**src/rtl/alu_pipe_simd.sv**
```systemverilog
// alu_pipe_simd: two-stage pipelined execute ALU with packed-lane SIMD add and
// lane reduction, valid/ready handshake on both sides.
// Stage 1 captures op/a/b. Stage 2 computes and registers the result and flags.
// Optional build macro ALU_SAT_EN: ADD/SUB and PADD saturate on signed overflow
// instead of wrapping. When it is undefined, every add wraps.
module alu_pipe_simd #(
    parameter int WIDTH  = 16,
    parameter int LANE_W = 4
) (
    input  logic             clk,
    input  logic             rst,
    input  logic             in_valid,
    output logic             in_ready,
    input  logic [2:0]       op,
    input  logic [WIDTH-1:0] a,
    input  logic [WIDTH-1:0] b,
    output logic             out_valid,
    input  logic             out_ready,
    output logic [WIDTH-1:0] out_data,
    output logic             flag_z,
    output logic             flag_v,
    output logic             flag_n
);
    localparam int SH_W   = $clog2(WIDTH);
    localparam int NLANES = WIDTH / LANE_W;
    localparam int MSB    = WIDTH - 1;

    localparam logic [2:0] OP_ADD  = 3'b000;
    localparam logic [2:0] OP_SUB  = 3'b001;
    localparam logic [2:0] OP_XOR  = 3'b010;
    localparam logic [2:0] OP_RED  = 3'b011;
    localparam logic [2:0] OP_SLL  = 3'b100;
    localparam logic [2:0] OP_SRA  = 3'b101;
    localparam logic [2:0] OP_ROR  = 3'b110;

    // Pipeline registers
    logic             s1_valid_q;
    logic [2:0]       op_q;
    logic [WIDTH-1:0] a_q;
    logic [WIDTH-1:0] b_q;
    logic             s2_valid_q;
    logic [WIDTH-1:0] out_data_q;
    logic             flag_z_q;
    logic             flag_v_q;
    logic             flag_n_q;

    // Stage-2 next-state values
    logic [WIDTH-1:0] res_d;
    logic             flag_z_d;
    logic             flag_v_d;
    logic             flag_n_d;

    // Handshake: a stage loads when empty or when its content moves on this cycle
    logic s2_load;
    logic s1_load;

    assign s2_load   = ~s2_valid_q | out_ready;
    assign s1_load   = ~s1_valid_q | s2_load;
    assign in_ready  = s1_load;
    assign out_valid = s2_valid_q;
    assign out_data  = out_data_q;
    assign flag_z    = flag_z_q;
    assign flag_v    = flag_v_q;
    assign flag_n    = flag_n_q;

    // ------------------------------------------------------------------
    // Add/subtract: subtraction is a + ~b + 1 so one adder serves both
    // ------------------------------------------------------------------
    logic [WIDTH-1:0] bin;
    logic [WIDTH-1:0] sum;
    logic             addsub_ovf;
    logic [WIDTH-1:0] addsub_res;

    // Shared adder and its signed-overflow detect
    always_comb begin
        bin        = (op_q == OP_SUB) ? ~b_q : b_q;
        sum        = a_q + bin + {{(WIDTH-1){1'b0}}, (op_q == OP_SUB)};
        addsub_ovf = (a_q[MSB] == bin[MSB]) & (sum[MSB] != a_q[MSB]);
    end

`ifdef ALU_SAT_EN
    // Overflow direction follows the operand sign: both negative clamps to min
    assign addsub_res = addsub_ovf ? (a_q[MSB] ? {1'b1, {MSB{1'b0}}} : {1'b0, {MSB{1'b1}}})
                                   : sum;
`else
    assign addsub_res = sum;
`endif

    // ------------------------------------------------------------------
    // Per-lane logic: PADD lanes and sign-extended lanes for RED
    // ------------------------------------------------------------------
    logic [WIDTH-1:0] padd_res;
    logic [WIDTH-1:0] lane_ext_a [NLANES];
    logic [WIDTH-1:0] lane_ext_b [NLANES];

    for (genvar gi = 0; gi < NLANES; gi++) begin : g_lane
        logic [LANE_W-1:0] la;
        logic [LANE_W-1:0] lb;
        logic [LANE_W-1:0] ls;

        assign la = a_q[gi*LANE_W +: LANE_W];
        assign lb = b_q[gi*LANE_W +: LANE_W];
        assign ls = la + lb;

        assign lane_ext_a[gi] = {{(WIDTH-LANE_W){la[LANE_W-1]}}, la};
        assign lane_ext_b[gi] = {{(WIDTH-LANE_W){lb[LANE_W-1]}}, lb};

`ifdef ALU_SAT_EN
        logic lane_ovf;
        assign lane_ovf = (la[LANE_W-1] == lb[LANE_W-1]) & (ls[LANE_W-1] != la[LANE_W-1]);
        assign padd_res[gi*LANE_W +: LANE_W] =
            lane_ovf ? (la[LANE_W-1] ? {1'b1, {(LANE_W-1){1'b0}}} : {1'b0, {(LANE_W-1){1'b1}}})
                     : ls;
`else
        assign padd_res[gi*LANE_W +: LANE_W] = ls;
`endif
    end

    // Reduction: sum of every sign-extended lane of a and b, modulo 2^WIDTH
    logic [WIDTH-1:0] red_sum;
    always_comb begin
        red_sum = '0;
        for (int i = 0; i < NLANES; i++) begin
            red_sum = red_sum + lane_ext_a[i] + lane_ext_b[i];
        end
    end

    // ------------------------------------------------------------------
    // Shifter: amount is the low SH_W bits of b
    // ------------------------------------------------------------------
    logic [SH_W-1:0]  sh;
    logic [WIDTH-1:0] sll_res;
    logic [WIDTH-1:0] sra_res;
    logic [WIDTH-1:0] ror_res;

    assign sh      = b_q[SH_W-1:0];
    assign sll_res = a_q << sh;
    assign sra_res = $signed(a_q) >>> sh;
    // For sh == 0 the left term shifts out entirely, leaving a unchanged
    assign ror_res = (a_q >> sh) | (a_q << (WIDTH - int'(sh)));

    // Result select and flag generation for stage 2
    always_comb begin
        res_d    = '0;
        flag_v_d = 1'b0;
        flag_n_d = 1'b0;
        case (op_q)
            OP_ADD, OP_SUB: begin
                res_d    = addsub_res;
                flag_v_d = addsub_ovf;
                flag_n_d = addsub_res[MSB];
            end
            OP_XOR: res_d = a_q ^ b_q;
            OP_RED: begin
                res_d    = red_sum;
                flag_n_d = red_sum[MSB];
            end
            OP_SLL:  res_d = sll_res;
            OP_SRA:  res_d = sra_res;
            OP_ROR:  res_d = ror_res;
            default: res_d = padd_res;
        endcase
        flag_z_d = ~|res_d;
    end

    // Stage 1: capture operands whenever the stage is free to load
    always_ff @(posedge clk or posedge rst) begin
        if (rst) begin
            s1_valid_q <= 1'b0;
            op_q       <= '0;
            a_q        <= '0;
            b_q        <= '0;
        end else if (s1_load) begin
            s1_valid_q <= in_valid;
            if (in_valid) begin
                op_q <= op;
                a_q  <= a;
                b_q  <= b;
            end
        end
    end

    // Stage 2: register result and flags; hold them while the consumer stalls
    always_ff @(posedge clk or posedge rst) begin
        if (rst) begin
            s2_valid_q <= 1'b0;
            out_data_q <= '0;
            flag_z_q   <= 1'b0;
            flag_v_q   <= 1'b0;
            flag_n_q   <= 1'b0;
        end else if (s2_load) begin
            s2_valid_q <= s1_valid_q;
            if (s1_valid_q) begin
                out_data_q <= res_d;
                flag_z_q   <= flag_z_d;
                flag_v_q   <= flag_v_d;
                flag_n_q   <= flag_n_d;
            end
        end
    end

endmodule

```
**config.mk**
```make
export PLATFORM = sky130hd
export DESIGN_NAME = alu_pipe_simd
export DESIGN_NICKNAME = d
export VERILOG_FILES = /design/src/rtl/alu_pipe_simd.sv
export SDC_FILE = /design/constraint.sdc
export NUM_CORES = 1
export LEC_CHECK = 0
export BUFFER_PORTS_ARGS = -buffer_cell sky130_fd_sc_hd__buf_2
export CORE_MARGIN = 5
export CORE_UTILIZATION = 40
export DETAILED_ROUTE_END_ITERATION = 12
export MAX_ROUTING_LAYER = met4
export SLEW_MARGIN = 20
export SYNTH_ARGS = -nofsm -noshare
export SYNTH_HDL_FRONTEND = slang
export SYNTH_SLANG_ARGS = --single-unit
```
**constraint.sdc**
```tcl
create_clock -name clk -period 5.3 [get_ports clk]
set_input_delay 1.325 -clock clk [delete_from_list [all_inputs] [get_ports clk]]
set_output_delay 1.325 -clock clk [all_outputs]
set_load 0.1 [all_outputs]
```
==> qor.txt <==
Commonest non-fill, non-tap cell in the layout - inv_1
YS warnings - 0
Root Buffer - clkbuf_16
Number of remaining DRC errors - 0
Final Core Density - 0.449
Reg2reg path depth - 18
RePlAce Congestion - 1.01
N_diodes - 0
Tot GR Track Use - 0.263
Reg area - 0.00140 mm²
Die H - 144 µm
Power, Total - 5700 µW
Final min period - 5.10 ns
Global-route wire length before repair - 40100 µm
Tightest Pin Transition - 0.947 ns
Max Root-Sink Buffers - 2
Slew margin rel. - 0.367
Die width - 144 µm
Layout cells sized above 1 - 0.232
FP Rows - 49
Clock transition at the registers of the reported paths - 0.07 ns
Hold Fails Final Rpt - 0
Fill cells - 1742
Core Footprint - 0.0178 mm²
Cell family with most CP delay - adder cells
Sum of buffers and inverters on the critical path - 3
Final Slew Violations - 0
Max-cap violation count - 0
Pleak - 0.00354 µW
CTS Buf Count - 5
Area of the multi-input gates - 0.00536 mm²
Gr ovfl total - 0
Final WL - 26300 µm
Number of nets in the layout - 966
Dominant cell type by area after synthesis - dfrtp_1
Vias in the first global route - 6645
Critical Path RT - 5.54 ns
DIE AREA - 0.0208 mm²
Most frequent cells in the layout - inv_1 (69), nand2_1 (62), buf_2 (59)
# clock sinks - 56
H-tree levels - 2
Port Buffers - 59
Synth Net Count - 914
Mean post-synth cell area - 8.95 µm²
Largest net degree at the start of global routing - 57
Worst-path fanout max - 3
Detailed Place HPWL - 20300 µm
1st-pass router iterations - 7
Final Setup Violations - 0
Post-route cell area - 0.00801 mm²
Routed vias/inst - 6.22
Worst setup path class - reg2reg
Setup TNS - 0 ns
Crit path depth - 18
Fin crit share - 0.962
Wirelength per Cell - 24.2 µm
CP Launch Type - flop
DR iter-0 viols - 634
CTS tree - done
Post-route ant nets - 0
Post-DP Area - 0.00782 mm²
Clock Skews - 0.00482 ns
Outcome - complete, no violations
Fmax - 196 MHz
Via count - 6750
Seq/Total Area, Yosys - 0.195
Async SR Flop Fraction - 1.00
Ys flop type - dfrtp_1
Area share of the largest cell type after synthesis - 0.195
Cell repeated most along the worst path - fa_1
Clock Latency Late Sink - 0.30 ns
Seq cells post-synth - 56
Mapped Area - 0.00720 mm²
Antenna violations before repair - 0
Worst Hold Depth - 2
Top cells by area, synth - dfrtp_1 (19%), fa_1 (9.2%), mux2_2 (8.1%)
RSZ-0062 raised after global routing - no
Maximum vdd drop - 0.475 mV
Initial Util - 0.404
Worst path slowest cell - fa_1
# IOs - 60
Cells after Synth - 805
Post-synth EDFFs - 0
Critical path data arrival time - 5.34 ns
Critical path cell sequence - inv_1, fa_1, inv_1, fa_1, fa_1, fa_1, ha_1, inv_1, fa_1, nand2_1, o2111ai_1, o21ai_1, a221o_1, a211o_1, nor4b_2, nand4_1, nor4_2, a22o_1
Post-CTS Hold Fix Bufs - 0
Layout area overhead - 11.2%
Largest stage delay, worst path - 0.56 ns
Cell variety after synth - 78
Hold crit path type - reg2reg
Cell Pwr Density - 711 mW/mm²
Crit end category - flop
## power by group
part / switching (µW) / leakage, µW / internal [µW] / total, µW
registers: 64.3 / 0.000664 / 532 / 596
logic: 2930 / 0.00281 / 1830 / 4760
clock network: 166 / 0.0000663 / 175 / 341
total: 3160 / 0.00354 / 2530 / 5700
## final cells by class
| type | instances | area share |
|---|---|---|
| Multi-Input combinational cell | 628 | 0.669 |
| Clock buffer | 5 | 0.0156 |
| Timing Repair Buffer | 93 | 0.0687 |
| Inverter | 73 | 0.0342 |
| Sequential cell | 56 | 0.175 |
| Tap cell | 229 | 0.0358 |
| Clock inverter | 2 | 0.00203 |
## worst paths after layout
path	startpoint	slack, ns	end
max	b_q[6]$_DFFE_PP0P_	0.20	flag_z$_DFFE_PP0P_
max in group asynchronous	rst	3.57	b_q[0]$_DFFE_PP0P_
max reg2reg	b_q[6]$_DFFE_PP0P_	0.20	flag_z$_DFFE_PP0P_
min reg2reg	out_data[8]$_DFFE_PP0P_	0.48	out_data[8]$_DFFE_PP0P_
min in group asynchronous	rst	1.22	b_q[14]$_DFFE_PP0P_
min	out_data[8]$_DFFE_PP0P_	0.48	out_data[8]$_DFFE_PP0P_
## registers in the layout, summed over array words and instances, names as in the netlist
register    count
out_data       16
flag_n          1
op_q            3
a_q            16
b_q            16
out_valid       1
s1_valid_q      1
flag_z          1
flag_v          1
## cell usage after synthesis, types with 22 or more instances
cell type and n:
inv_1 71, ha_1 37, dfrtp_1 56, fa_1 33, a21oi_1 46, mux2i_1 34
nand2_1 62, clkbuf_1 30, nor2_1 46, xnor2_1 22, o21ai_0 39, mux2_2 52
## cell families after synthesis
kind of cell / after synthesis / share of synthesized area
multiplexers: 110 / 0.199
AO/OA/AOI/OAI: 210 / 0.199
adder cells (fa/ha/maj): 70 / 0.156
AND/OR/NAND/NOR: 202 / 0.139
buffers and inverters: 121 / 0.0688
XOR/XNOR: 36 / 0.0438
flip-flops: 56 / 0.195
## per-layer routing
metal / track usage / vias up / part of all wire
met3: 0.0427 / 82 / 0.074
met5: - / - / 0
met1: 0.347 / 3291 / 0.42
li1: - / 3042 / -
met4: 0.115 / 0 / 0.049
met2: 0.402 / 335 / 0.46
## timing repair
item | in CTS | in global routing
buffers inserted | 0 | 0
endpoints found under the hold margin | 0 | 0
resized for setup | 0 | 12
setup endpoints to repair | 0 | 2
## per-stage QoR
step / setup slack (ns) / instances / hold slack [ns]
global route: 0.0188 / 1086 / 0.494
CTS: 0.135 / 1086 / 0.482
finish: 0.204 / 1086 / 0.476
floorplan: 0.0222 / 805 / 0.479
global placement: 0.244 / 1079 / 0.463
detailed placement: 0.181 / 1079 / 0.465
## tightest hold or removal path, cell delays in order (launching register included)
cell and delay, ns:
dfrtp_1 0.34, nand2_1 0.05, o21ai_0 0.06
No activity file was read; power rests on OpenSTA's default activity.
